===== src/rtl/pipe_addsub_if.sv =====
// Handshake and operand/result bundle for the carry-pipelined adder/subtractor.
// The master drives operands and result back-pressure; the slave is the datapath.
interface pipe_addsub_if #(
   parameter int unsigned WIDTH = 16
);
   logic             in_valid;
   logic             in_ready;
   logic [WIDTH-1:0] a;
   logic [WIDTH-1:0] b;
   logic             addsub;
   logic             out_valid;
   logic             out_ready;
   logic [WIDTH-1:0] sum;
   logic             cout;
   logic             ov_signed;
   logic             ov_unsigned;

   modport master (
      output in_valid, a, b, addsub, out_ready,
      input  in_ready, out_valid, sum, cout, ov_signed, ov_unsigned
   );

   modport slave (
      input  in_valid, a, b, addsub, out_ready,
      output in_ready, out_valid, sum, cout, ov_signed, ov_unsigned
   );
endinterface


===== src/rtl/pipe_addsub.sv =====
// Carry-pipelined ripple-carry adder/subtractor: SEG bits per stage, operands skewed in,
// result slices deskewed out, whole pipeline frozen while a result waits on out_ready.
module pipe_addsub #(
   parameter int unsigned WIDTH = 16,
   parameter int unsigned SEG   = 4
) (
   input logic          clk,
   input logic          rst_n,
   pipe_addsub_if.slave bus
);
   localparam int unsigned STAGES = WIDTH / SEG;

   logic advance;

   for (genvar k = 0; k < STAGES; k++) begin : g_stage
      localparam int unsigned LO  = k * SEG;
      localparam int unsigned REM = WIDTH - LO - SEG;

      logic [SEG-1:0]    a_sl;
      logic [SEG-1:0]    b_sl;
      logic [SEG-1:0]    b_eff;
      logic              carry_in;
      logic              mode_in;
      logic              valid_in;
      logic [SEG:0]      seg_sum;
      logic [LO+SEG-1:0] res_d;
      logic [LO+SEG-1:0] res_q;
      logic              valid_q;
      logic              carry_q;

      if (k == 0) begin : g_in
         // Subtraction is a + ~b + 1; the +1 enters here as the carry-in.
         assign a_sl     = bus.a[SEG-1:0];
         assign b_sl     = bus.b[SEG-1:0];
         assign mode_in  = bus.addsub;
         assign carry_in = !bus.addsub;
         assign valid_in = bus.in_valid;
         assign res_d    = seg_sum[SEG-1:0];
      end else begin : g_in
         assign a_sl     = g_stage[k-1].g_skew.a_rem_q[SEG-1:0];
         assign b_sl     = g_stage[k-1].g_skew.b_rem_q[SEG-1:0];
         assign mode_in  = g_stage[k-1].g_skew.mode_q;
         assign carry_in = g_stage[k-1].carry_q;
         assign valid_in = g_stage[k-1].valid_q;
         assign res_d    = {seg_sum[SEG-1:0], g_stage[k-1].res_q};
      end

      assign b_eff   = mode_in ? b_sl : ~b_sl;
      assign seg_sum = {1'b0, a_sl} + {1'b0, b_eff} + {{SEG{1'b0}}, carry_in};

      always_ff @(posedge clk or negedge rst_n) begin
         if (!rst_n) begin
            valid_q <= 1'b0;
            carry_q <= 1'b0;
            res_q   <= '0;
         end else if (advance) begin
            valid_q <= valid_in;
            carry_q <= seg_sum[SEG];
            res_q   <= res_d;
         end
      end

      // Operand bits not yet summed ride along with their transaction, as does the mode.
      if (k < STAGES - 1) begin : g_skew
         logic [REM-1:0] a_rem_d;
         logic [REM-1:0] b_rem_d;
         logic [REM-1:0] a_rem_q;
         logic [REM-1:0] b_rem_q;
         logic           mode_q;

         if (k == 0) begin : g_src
            assign a_rem_d = bus.a[WIDTH-1:SEG];
            assign b_rem_d = bus.b[WIDTH-1:SEG];
         end else begin : g_src
            assign a_rem_d = g_stage[k-1].g_skew.a_rem_q[REM+SEG-1:SEG];
            assign b_rem_d = g_stage[k-1].g_skew.b_rem_q[REM+SEG-1:SEG];
         end

         always_ff @(posedge clk or negedge rst_n) begin
            if (!rst_n) begin
               a_rem_q <= '0;
               b_rem_q <= '0;
               mode_q  <= 1'b0;
            end else if (advance) begin
               a_rem_q <= a_rem_d;
               b_rem_q <= b_rem_d;
               mode_q  <= mode_in;
            end
         end
      end

      if (k == STAGES - 1) begin : g_flags
         logic msb_carry;
         logic ovs_q;
         logic ovu_q;

         // Carry into the MSB recovered from the MSB's sum bit and its two addend bits.
         assign msb_carry = a_sl[SEG-1] ^ b_eff[SEG-1] ^ seg_sum[SEG-1];

         always_ff @(posedge clk or negedge rst_n) begin
            if (!rst_n) begin
               ovs_q <= 1'b0;
               ovu_q <= 1'b0;
            end else if (advance) begin
               ovs_q <= msb_carry ^ seg_sum[SEG];
               ovu_q <= mode_in ? seg_sum[SEG] : !seg_sum[SEG];
            end
         end
      end
   end

   assign advance         = !(g_stage[STAGES-1].valid_q && !bus.out_ready);
   assign bus.in_ready    = advance;
   assign bus.out_valid   = g_stage[STAGES-1].valid_q;
   assign bus.sum         = g_stage[STAGES-1].res_q;
   assign bus.cout        = g_stage[STAGES-1].carry_q;
   assign bus.ov_signed   = g_stage[STAGES-1].g_flags.ovs_q;
   assign bus.ov_unsigned = g_stage[STAGES-1].g_flags.ovu_q;

endmodule


===== src/flat_wrapper.sv =====
// flat-port wrapper written by rule: the top's interface ports become plain ports
module pipe_addsub_flat 
#(
   parameter int unsigned WIDTH = 16,
   parameter int unsigned SEG   = 4
)
  (clk, rst_n, bus_in_valid, bus_a, bus_b, bus_addsub, bus_out_ready, bus_in_ready, bus_out_valid, bus_sum, bus_cout, bus_ov_signed, bus_ov_unsigned);
  pipe_addsub_if #(.WIDTH(WIDTH)) bus_i ();
  input logic clk;
  input logic rst_n;
  input wire logic [$bits(bus_i.in_valid)-1:0] bus_in_valid;
  input wire logic [$bits(bus_i.a)-1:0] bus_a;
  input wire logic [$bits(bus_i.b)-1:0] bus_b;
  input wire logic [$bits(bus_i.addsub)-1:0] bus_addsub;
  input wire logic [$bits(bus_i.out_ready)-1:0] bus_out_ready;
  output wire logic [$bits(bus_i.in_ready)-1:0] bus_in_ready;
  output wire logic [$bits(bus_i.out_valid)-1:0] bus_out_valid;
  output wire logic [$bits(bus_i.sum)-1:0] bus_sum;
  output wire logic [$bits(bus_i.cout)-1:0] bus_cout;
  output wire logic [$bits(bus_i.ov_signed)-1:0] bus_ov_signed;
  output wire logic [$bits(bus_i.ov_unsigned)-1:0] bus_ov_unsigned;
  assign bus_i.in_valid = bus_in_valid;
  assign bus_i.a = bus_a;
  assign bus_i.b = bus_b;
  assign bus_i.addsub = bus_addsub;
  assign bus_i.out_ready = bus_out_ready;
  assign bus_in_ready = bus_i.in_ready;
  assign bus_out_valid = bus_i.out_valid;
  assign bus_sum = bus_i.sum;
  assign bus_cout = bus_i.cout;
  assign bus_ov_signed = bus_i.ov_signed;
  assign bus_ov_unsigned = bus_i.ov_unsigned;
  pipe_addsub #(.WIDTH(WIDTH), .SEG(SEG)) u_core (.clk(clk), .rst_n(rst_n), .bus(bus_i));
endmodule

===== config.mk =====
export PLATFORM = sky130hd
export DESIGN_NAME = pipe_addsub_flat
export DESIGN_NICKNAME = d
export VERILOG_FILES = /design/src/rtl/pipe_addsub_if.sv /design/src/rtl/pipe_addsub.sv /design/src/flat_wrapper.sv
export SDC_FILE = /design/constraint.sdc
export NUM_CORES = 1
export LEC_CHECK = 0
export ABC_AREA = 0
export BUFFER_PORTS_ARGS = -buffer_cell sky130_fd_sc_hd__buf_2
export CAP_MARGIN = 20
export CORE_UTILIZATION = 25
export CTS_CLUSTER_SIZE = 8
export DETAILED_ROUTE_END_ITERATION = 10
export PLACE_DENSITY = 0.52
export SETUP_SLACK_MARGIN = 0.5
export SLEW_MARGIN = 20
export SYNTH_ARGS = -nofsm -noshare
export SYNTH_HDL_FRONTEND = slang
export SYNTH_SLANG_ARGS = --single-unit

===== constraint.sdc =====
create_clock -name clk -period 2.4 [get_ports clk]
set_input_delay 0.12 -clock clk [delete_from_list [all_inputs] [get_ports clk]]
set_output_delay 0.12 -clock clk [all_outputs]
set_load 0.05 [all_outputs]

# After elaboration in Yosys (flattened, before gate mapping)
# Cells that the tools add are included.
# word_totals
register_bits,101
out_inout_bits,21
in_bits,37
# classes
bitwise,7
mux,5
addsub,8
reduce_logical,5
# op_table
op,n
$add A4 B4 Y5,4
$add A5 B1 Y5,4
$mux W4,4
$not A4 Y4,4
$logic_not A1 Y1,4
$xor A1 B1 Y1,3
$logic_and A1 B1 Y1,1
$mux W1,1

# Longest topological paths before layout
# Gate-level depths: netlist of the first run.
# logic_depth
ltp_word,6
depth_mapped,9
mapped_depth_nobuf,8

# Least setup slack after synthesis of the first run
# OpenSTA, ideal clock, no wires.
# synth_path
path_type,flip-flop to flip-flop
start,reg u_core.g_stage[2].g_skew.mode_q
end,"reg u_core.g_stage[3].g_flags.ovu_q, in the netlist u_core.bus.ov_unsigned"
path_buffers,1
path_slack_ns,0.355
arrival_time_ns,1.922
stages_incl_launch_ff,9
setup_time_ns,0.123
cell_sequence,dfrtp_1 > buf_2 > xor2_1 > fa_1 > fa_1 > nand3b_1 > nand2_1 > xor2_1 > o21ai_1
# synth_between
elab_chain_cells,5
# synth_rtl
element,line_no,rtl
"start, declared",pipe_addsub.sv:69,logic mode_q;
"start signal, assigned",pipe_addsub.sv:87,mode_q <= mode_in;
$mux W4,pipe_addsub.sv:48,assign b_eff = mode_in ? b_sl : ~b_sl;
$add A4 B4 Y5,pipe_addsub.sv:49,"assign seg_sum = {1'b0, a_sl} + {1'b0, b_eff} + {{SEG{1'b0}}, carry_in};"
$add A5 B1 Y5,pipe_addsub.sv:49,
$logic_not A1 Y1,pipe_addsub.sv:106,ovu_q <= mode_in ? seg_sum[SEG] : !seg_sum[SEG];
$mux W1 *,pipe_addsub.sv:106,
"end signal, assigned",pipe_addsub.sv:106,
"end, declared",pipe_addsub.sv:95,logic ovu_q;
# Every way passes the cells marked *; elsewhere a longest branch is shown, timed or not.
# A chain may end at the register's enable or synchronous reset.

# Worst setup path after layout of the first run
# Same ends and word-level chain as after synthesis.

==> flow_summary.ini, run 1 <==
[run_status]
status = finished, final reports clean

[die]
die-area_um2 = 18500
start_util = 0.258
rows = 48
die_h_um = 136
core_area_um2 = 17400
pin_count = 58
die_w_um = 136

[yosys]
synth_commonest_cells = nand2_1, dfrtp_1, buf_2, xnor2_1, a21oi_1
synth_seq_area_share = 0.561
postSynthAreaPerCell_um2 = 9.23
syn-num-nets = 545
synth_edf_count = 0
ys_warn_count = 0
ys_ff_latch = 101
synthesis.area_um2 = 4500
async_reset_ff_frac = 1.00
netlist_instances = 488
synthMostInstantiatedCell = nand2_1
synth_top_area_share = 0.561
ys_types = 27
synth_top_cell_by_area = dfrtp_1
netlist_top_cells_area = dfrtp_1, nand2_1, ha_1
ys.flop_type = dfrtp_1

[drt]
top_layer = met4
drtIter0Drc = 86
antenna_left = 0
wirelength_met1_um = 4550
num_vias = 3291
viasPerCell = 4.13
met2_length_um = 4220
drc = 0
wire_per_inst_um = 11.6
dr_wl_met3_um = 337
drtPass1Iterations = 4
drt_wl_total_um = 9290

[cts]
cts_htree_levels = 3
cts_buffers = 9
ctsRootBufferMaster = clkbuf_16
cts.sinks = 101
cts_tree = yes
clk_pin_slew_ns = 0.07
cts_max_path_buffers = 2
insertion_delay_ns = 0.35

[grt]
grt-ovfl-total = 0
grt_first_pass_wirelength_um = 16100
antenna_found_initial = 0
grt_pass1_vias = 3402
grt_max_degree = 96
track_usage = 0.111

[layout]
areaGrowthSynthToFinish_pct = 25.6
final_layout_size_suffix_gt1_frac = 0.173
nNetsFinal = 624
n_fill_cell = 1863
diodes = 0
fin_util = 0.325

[sta]
clock.fmax_ghz = 0.516
tns_ns = 0
min_period_over_period = 0.808
finalSetupViolCount = 0
hold_viol_final = 0
tightest_slew_ns = 0.744
maxSlewHeadroom = 0.504
finalMaxSlewViolations = 0
finalCriticalPeriod_ns = 1.94
rsz0062_at_grt = yes
finClkSkew_ns = 0.00445

[pwr]
pwr-share-comb = 0.448
pwr-share-seq = 0.358
powerDensity_nw_per_um2 = 1430
p_sw_frac = 0.409
switching_power_w = 0.00330
p_int_w = 0.00477
irDropWorstVdd_mv = 0.579
p_leak_nw = 2.85
power.share.clock = 0.193

[critical_path]
crit_fanout = 2
crit_arrival_ns = 2.16
cp_data_required_time_ns = 2.62
endpoint_kind = register
worstSetupPathType = reg2reg
cp-start-kind = register

[place]
gp_congestion = 0.778
port_buffers = 57
place_hpwl_um = 6350

[worst_hold_path]
hold_class = in2reg

[run]
cap_violations = 0
==> layout make-up <==
class | count | area [um^2] | area share
Tap cell | 225 | 282 | 0.0498
Timing Repair Buffer | 93 | 661 | 0.117
Inverter | 14 | 55.1 | 0.00974
Multi-Input combinational cell | 348 | 1810 | 0.320
Sequential cell | 101 | 2530 | 0.448
Clock buffer | 10 | 229 | 0.0405
Clock inverter | 6 | 86.3 | 0.0153
==> logic make-up after synthesis <==
| group | after synthesis | synth area share |
|---|---|---|
| AOI/OAI and AO/OA | 35 | 0.0431 |
| xor gates and xnor gates | 24 | 0.0467 |
| adders and majority gates | 20 | 0.0673 |
| buffers and inverters | 39 | 0.0434 |
| DFF | 101 | 0.561 |
| and+or+nand+nor | 269 | 0.238 |
==> per-layer routing <==
metal | up-vias | track usage
met1 | 1560 | 0.143
met3 | 13 | 0.0265
met4 | 0 | 0.0438
li1 | 1667 | -
met2 | 51 | 0.181
met5 | - | 0
==> state kept, by name, summed over array words and instances (netlist names) <==
register	cells
u_core.g_stage.res_q	24
u_core.bus.ov_signed	1
u_core.g_stage.g_skew.b_rem_q	24
u_core.g_stage.valid_q	3
u_core.g_stage.g_skew.a_rem_q	24
u_core.bus.cout	1
u_core.g_stage.carry_q	3
u_core.bus.out_valid	1
u_core.g_stage.g_skew.mode_q	3
u_core.bus.ov_unsigned	1
u_core.bus.sum	16
==> layout by cell type (no fill, tap or decap), types with 2 or more instances in the layout <==
| cell | instances |
|---|---|
| nor2b_1 | 3 |
| a211oi_1 | 2 |
| a21oi_1 | 15 |
| dfrtp_2 | 3 |
| buf_4 | 8 |
| nor3_2 | 2 |
| xor2_1 | 5 |
| buf_12 | 3 |
| dlygate4sd3_1 | 26 |
| dfrtp_1 | 98 |
| fa_2 | 5 |
| ha_1 | 13 |
| inv_1 | 13 |
| clkbuf_16 | 9 |
| nor4b_1 | 2 |
| o21ai_0 | 10 |
| nor2_1 | 13 |
| xnor2_1 | 18 |
| nor2b_4 | 3 |
| nand2_1 | 242 |
| bufinv_16 | 2 |
| nand3b_1 | 2 |
| o21ai_1 | 4 |
| clkinv_2 | 2 |
| fa_1 | 2 |
| buf_2 | 56 |
==> critical path, cell delays in order, from the launching register on <==
cell and delay (ns):
dfrtp_2 0.41, xor2_1 0.18, fa_2 0.35, fa_2 0.35, nand3b_1 0.20, nand2_2 0.10
xor2_1 0.15, o21ai_1 0.07
==> power groups by stage <==
stage / combinational, W / clock (W) / sequential [W]
final: 0.00361 / 0.00156 / 0.00289
after global routing: 0.00412 / 0.00167 / 0.00300
after CTS: 0.00365 / 0.00161 / 0.00291
after detailed placement: 0.00350 / 0 / 0.00295
after global placement: 0.00341 / 0 / 0.00292
after floorplan: 0.00221 / 0 / 0.00339
==> path summary, 6_finish.rpt <==
path,depth (start not counted),slack (ns),start,to
worst min-delay path,3,0.07,bus_addsub,u_core.g_stage[0].g_skew.mode_q
worst max-delay path,7,0.46,u_core.g_stage[2].g_skew.mode_q,u_core.bus.ov_unsigned
worst max register to register,7,0.46,u_core.g_stage[2].g_skew.mode_q,u_core.bus.ov_unsigned
worst min register to register,2,0.46,u_core.bus.sum[9],u_core.bus.sum[9]
max in group asynchronous,3,1.31,rst_n,u_core.g_stage[1].g_skew.mode_q
min in group asynchronous,2,0.39,rst_n,u_core.bus.sum[10]
==> stage by stage <==
stage	instance area [um^2]	hold WS, ns	setup WS (ns)	power, W	std cells
after floorplan	4510	-0.176	0.468	0.00560	488
after global placement	5030	0.225	0.393	0.00633	751
after detailed placement	5030	0.243	0.333	0.00645	751
after CTS	5630	0.0620	0.474	0.00816	796
after global routing	5650	0.0862	0.374	0.00879	797
final	5650	0.0702	0.461	0.00806	797
==> repair_timing <==
action / 4_1_cts / 5_1_grt
gates resized for setup: 5 / 3
pin swaps: 0 / 3
hold buffers: 26 / 0
setup buffers: 3 / 1
hold endpoints to repair: 79 / 0
endpoints found under the setup margin: 6 / 8
cloned: 0 / 0
(Power assumes the default switching activity.)
==> run 2, diff against run 1 <==
- clock period: 2.4 -> 1.97 ns (I/O delays scaled with it)
==> flow_summary.ini, run 2 (synthesis results as in run 1) <==
[layout]
nNetsFinal = 629
reg_top3 = u_core.g_stage.g_skew.a_rem_q (24), u_core.g_stage.g_skew.b_rem_q (24), u_core.g_stage.res_q (24)
stdcell_count = 800
layout_common_cells = nand2_1, dfrtp_1, buf_2
areaGrowthSynthToFinish_pct = 27.4
n_fill_cell = 1837
diodes = 0
final_common_cell = nand2_1
final_layout_size_suffix_gt1_frac = 0.195

[critical_path]
endpoint_kind = register
crit_arrival_ns = 2.13
slowest_delay_ns = 0.39
path_cells = xor2_1 -> fa_2 -> fa_2 -> nand3b_1 -> nand2_2 -> xor2_1 -> o21ai_1
cp_slowest_cell = dfrtp_1
cp-start-kind = register
crit_fanout = 2
worstSetupPathType = reg2reg
cp_data_required_time_ns = 2.19

[cts]
cts.sinks = 101
insertion_delay_ns = 0.35
cts_htree_levels = 3
cts_buffers = 9
clk_pin_slew_ns = 0.07
ctsRootBufferMaster = clkbuf_16
cts_max_path_buffers = 2
cts_tree = yes

[die]
rows = 48
die-area_um2 = 18500
core_area_um2 = 17400
start_util = 0.258
pin_count = 58
die_h_um = 136
die_w_um = 136

[pwr]
switching_power_w = 0.00410
p_int_w = 0.00592
p_sw_frac = 0.409
irDropWorstVdd_mv = 0.768
pwr-share-comb = 0.476
p_leak_nw = 2.89
power.total_w = 0.0100
powerDensity_nw_per_um2 = 1750
power.share.clock = 0.173
pwr-share-seq = 0.351

[drt]
drt_wl_total_um = 9430
drc = 0
drtPass1Iterations = 4
drtIter0Drc = 150
num_vias = 3325
wire_per_inst_um = 11.8
viasPerCell = 4.16
antenna_left = 0

[sta]
finalMaxSlewViolations = 0
tightest_slew_ns = 0.565
finalCriticalPeriod_ns = 1.90
fin_ws_ns = 0.0653
maxSlewHeadroom = 0.623
finClkSkew_ns = 0.00618
rsz0062_at_grt = yes
finalSetupViolCount = 0
finalHoldWorstSlack_ns = 0.0524
hold_viol_final = 0
min_period_over_period = 0.967
clock.fmax_ghz = 0.525
tns_ns = 0

[grt]
grt_first_pass_wirelength_um = 16300
grt_pass1_vias = 3541
antenna_found_initial = 0
grt_max_degree = 96
grt-ovfl-total = 0
track_usage = 0.113

[run]
cap_violations = 0

[place]
pre_cts_ws_ns = 0.0361
gp_congestion = 0.768
port_buffers = 57
place_hpwl_um = 6670
dp.cells = 753

[run_status]
status = finished, final reports clean

[worst_hold_path]
hold_class = in2reg
run 2: cell count changes in the layout (fill, tap and decap cells not counted), sizes merged:
| cell | change |
|---|---|
| clkbuf | +2 |
| inv | -1 |
| buf | +5 |
| clkinvlp | -1 |
| bufinv | -1 |
| clkinv | -1 |
run 2: final timing paths:
| kind | startpoint | slack, ns | end | cells after the start |
|---|---|---|---|---|
| max | u_core.g_stage[2].g_skew.mode_q | 0.07 | u_core.bus.ov_unsigned | 7 |
| min | bus_addsub | 0.05 | u_core.g_stage[0].g_skew.mode_q | 3 |
| max reg2reg | u_core.g_stage[2].g_skew.mode_q | 0.07 | u_core.bus.ov_unsigned | 7 |
| min reg2reg | u_core.bus.sum[11] | 0.46 | u_core.bus.sum[11] | 2 |
| max in group asynchronous | rst_n | 1.01 | u_core.bus.sum[5] | 3 |
| min in group asynchronous | rst_n | 0.29 | u_core.bus.sum[15] | 2 |
run 2: worst max-delay path: cells and delay by family, from the launching register on:
kind | cells | cell delay, ns
and+or+nand+nor | 2 | 0.30
adders and majority gates | 2 | 0.69
DFF | 1 | 0.39
xor gates and xnor gates | 2 | 0.32
AOI/OAI and AO/OA | 1 | 0.07
run 2: final cells by class:
class                   count  area, um^2  share of cell area
well taps                 225         282              0.0491
flip-flops and latches    101        2530               0.441
clock inverters             2        35.0             0.00611
clock buffers              12         246              0.0430
repair buffers             98         717               0.125
multi-input cells         348        1860               0.325
inverters                  14        60.1              0.0105
run 2: per-stage QoR:
| step | instance area [um^2] | util |
|---|---|---|
| detailed placement | 5080 | 0.292 |
| global placement | 5080 | 0.292 |
| CTS | 5700 | 0.327 |
| finish | 5740 | 0.329 |
| global route | 5740 | 0.329 |
| floorplan | 4560 | - |
run 2: what timing repair did:
action | 4_1_cts | 5_1_grt
buffers inserted | 4 | 3
gates cloned | 0 | 0
endpoints found under the setup margin | 15 | 15
pin swaps | 2 | 6
hold buffers | 26 | 0
hold endpoints to repair | 65 | 0
gates resized for setup | 12 | 4
run 2: power groups by stage:
| stage | clock network (W) | registers [W] | logic (W) |
|---|---|---|---|
| 6_report | 0.00173 | 0.00352 | 0.00477 |
| 5_1_grt | 0.00187 | 0.00364 | 0.00538 |
| 4_1_cts | 0.00179 | 0.00353 | 0.00476 |
| 3_5_place_dp | 0 | 0.00357 | 0.00444 |
| 3_3_place_gp | 0 | 0.00355 | 0.00426 |
| 2_1_floorplan | 0 | 0.00413 | 0.00276 |
run 2: routing by layer:
metal	wire length, um	up-vias	global-route usage	part of all wire
li1	-	1669	-	-
met1	4430	1589	0.143	0.47
met2	4520	54	0.188	0.48
met3	287	13	0.0201	0.030
met4	192	0	0.0537	0.020
met5	0	-	0	0
==> run 3, diff against run 2 <==
- CAP_MARGIN: 20 -> default
- GPL_ROUTABILITY_DRIVEN: default -> 0
- REMOVE_ABC_BUFFERS: default -> 1
==> flow_summary.ini, run 3 (synthesis results as in run 1) <==
[drt]
viasPerCell = 4.13
drtPass1Iterations = 4
drt_wl_total_um = 9200
wire_per_inst_um = 11.5
antenna_left = 0
drtIter0Drc = 158
drc = 0
num_vias = 3314

[pwr]
pwr-share-seq = 0.348
irDropWorstVdd_mv = 0.973
p_int_w = 0.00592
power.total_w = 0.0101
p_sw_frac = 0.411
power.share.clock = 0.166
powerDensity_nw_per_um2 = 1740
pwr-share-comb = 0.487
switching_power_w = 0.00413
p_leak_nw = 2.90

[layout]
layout_common_cells = nand2_1, dfrtp_1, buf_2
n_fill_cell = 1860
reg_top3 = u_core.g_stage.g_skew.a_rem_q (24), u_core.g_stage.g_skew.b_rem_q (24), u_core.g_stage.res_q (24)
fin_area_um2 = 5780
final_common_cell = nand2_1
nNetsFinal = 630
areaGrowthSynthToFinish_pct = 28.5
fin_util = 0.332
final_layout_size_suffix_gt1_frac = 0.208
diodes = 0

[place]
place_area_um2 = 5050
port_buffers = 57
place_hpwl_um = 6280
pre_cts_ws_ns = -0.104

[worst_hold_path]
hp-start = bus_addsub
hold_class = in2reg
hold_path_depth = 3
hold_path_end = u_core.g_stage[0].g_skew.mode_q

[critical_path]
cp_data_required_time_ns = 2.18
r2r_slack_ns = 0.01
endpoint_kind = register
slowest_delay_ns = 0.39
crit_fanout = 2
crit_top_cell = fa_2
worst_r2r_path_depth = 7
r2r_end = u_core.bus.ov_unsigned
worstSetupPathType = reg2reg
crit_buf_inv = 0
path_cells = xor2_1 -> fa_2 -> fa_2 -> nand3b_1 -> nand2_2 -> xor2_2 -> o21ai_1
crit_arrival_ns = 2.17
cp-start-kind = register
rr_startpoint = u_core.g_stage[2].g_skew.mode_q
critPathTopFamily = adder cells
cp_slowest_cell = dfrtp_1

[die]
core_area_um2 = 17400
start_util = 0.258
die_h_um = 136
pin_count = 58
rows = 48
die-area_um2 = 18500
die_w_um = 136

[sta]
finClkSkew_ns = 0.00809
tns_ns = 0
rsz0062_at_grt = yes
fin_ws_ns = 0.0136
finalSetupViolCount = 0
finalMaxSlewViolations = 0
tightest_slew_ns = 0.509
finalCriticalPeriod_ns = 1.96
clock.fmax_ghz = 0.511
maxSlewHeadroom = 0.661
hold_viol_final = 0
min_period_over_period = 0.993

[cts]
cts_buffers = 9
cts_htree_levels = 3
cts_tree = yes
clk_pin_slew_ns = 0.07
ctsRootBufferMaster = clkbuf_16
insertion_delay_ns = 0.34
cts_max_path_buffers = 2
cts.sinks = 101

[grt]
grt_first_pass_wirelength_um = 16100
track_usage = 0.109
antenna_found_initial = 0
grt_pass1_vias = 3415
grt-ovfl-total = 0
grt_max_degree = 58

[run_status]
status = finished, final reports clean

[run]
cap_violations = 0
run 3: changes by cell type in the layout (fill, tap and decap cells not counted), sizes merged:
cell,change
clkinvlp,+2
buf,+1
bufinv,-1
clkbuf,+1
run 3: how the worst max path moves through the flow:
stage,from,endpoint,slack (ns),cells after the start
4_1_cts,u_core.g_stage[2].g_skew.mode_q,u_core.bus.ov_unsigned,0.02,7
5_1_grt,u_core.g_stage[2].g_skew.mode_q,u_core.bus.ov_unsigned,-0.07,7
3_5_place_dp,u_core.g_stage[2].g_skew.mode_q,u_core.bus.ov_unsigned,-0.10,7
2_1_floorplan,u_core.bus.out_valid,u_core.g_stage[1].res_q[7],-3.74,5
6_report,u_core.g_stage[2].g_skew.mode_q,u_core.bus.ov_unsigned,0.01,7
3_3_place_gp,u_core.g_stage[2].g_skew.mode_q,u_core.bus.ov_unsigned,-0.02,7
run 3: metal layers:
metal | part of all wire | GRT usage
met5 | 0 | 0
met4 | 0.012 | 0.0333
met3 | 0.045 | 0.0339
met2 | 0.49 | 0.185
met1 | 0.46 | 0.132
run 3: power groups by stage:
stage	sequential (W)	clock, W	combinational, W
2_1_floorplan	0.00417	0	0.00252
3_3_place_gp	0.00349	0	0.00420
3_5_place_dp	0.00353	0	0.00436
4_1_cts	0.00350	0.00172	0.00481
5_1_grt	0.00363	0.00180	0.00550
6_report	0.00350	0.00167	0.00489
run 3: metrics by stage:
| stage | std cells | hold slack, ns |
|---|---|---|
| final | 803 | 0.0433 |
| after CTS | 803 | 0.0393 |
| after global placement | 757 | 0.0946 |
| after detailed placement | 757 | 0.113 |
| after floorplan | 463 | -0.197 |
| after global routing | 803 | 0.0455 |
run 3: final cells by class:
cell class / instances / area (um^2) / area share
Clock inverter: 3 / 20.0 / 0.00346
Clock buffer: 13 / 260 / 0.0450
Inverter: 14 / 60.1 / 0.0104
Sequential cell: 101 / 2530 / 0.437
Timing Repair Buffer: 99 / 707 / 0.122
Tap cell: 225 / 282 / 0.0487
Multi-Input combinational cell: 348 / 1930 / 0.333
run 3: worst min-delay path, stage by stage:
cell and delay, ns:
buf_2 0.14, nand2_1 0.07, nand2_1 0.05
run 3: repair_timing:
action                                  CTS  global route
endpoints found under the hold margin    61             0
gates cloned                              0             0
endpoints found under the setup margin   15            24
setup buffers                             4             0
hold buffers                             26             0
pin swaps                                11             5
resized for setup                        24            13
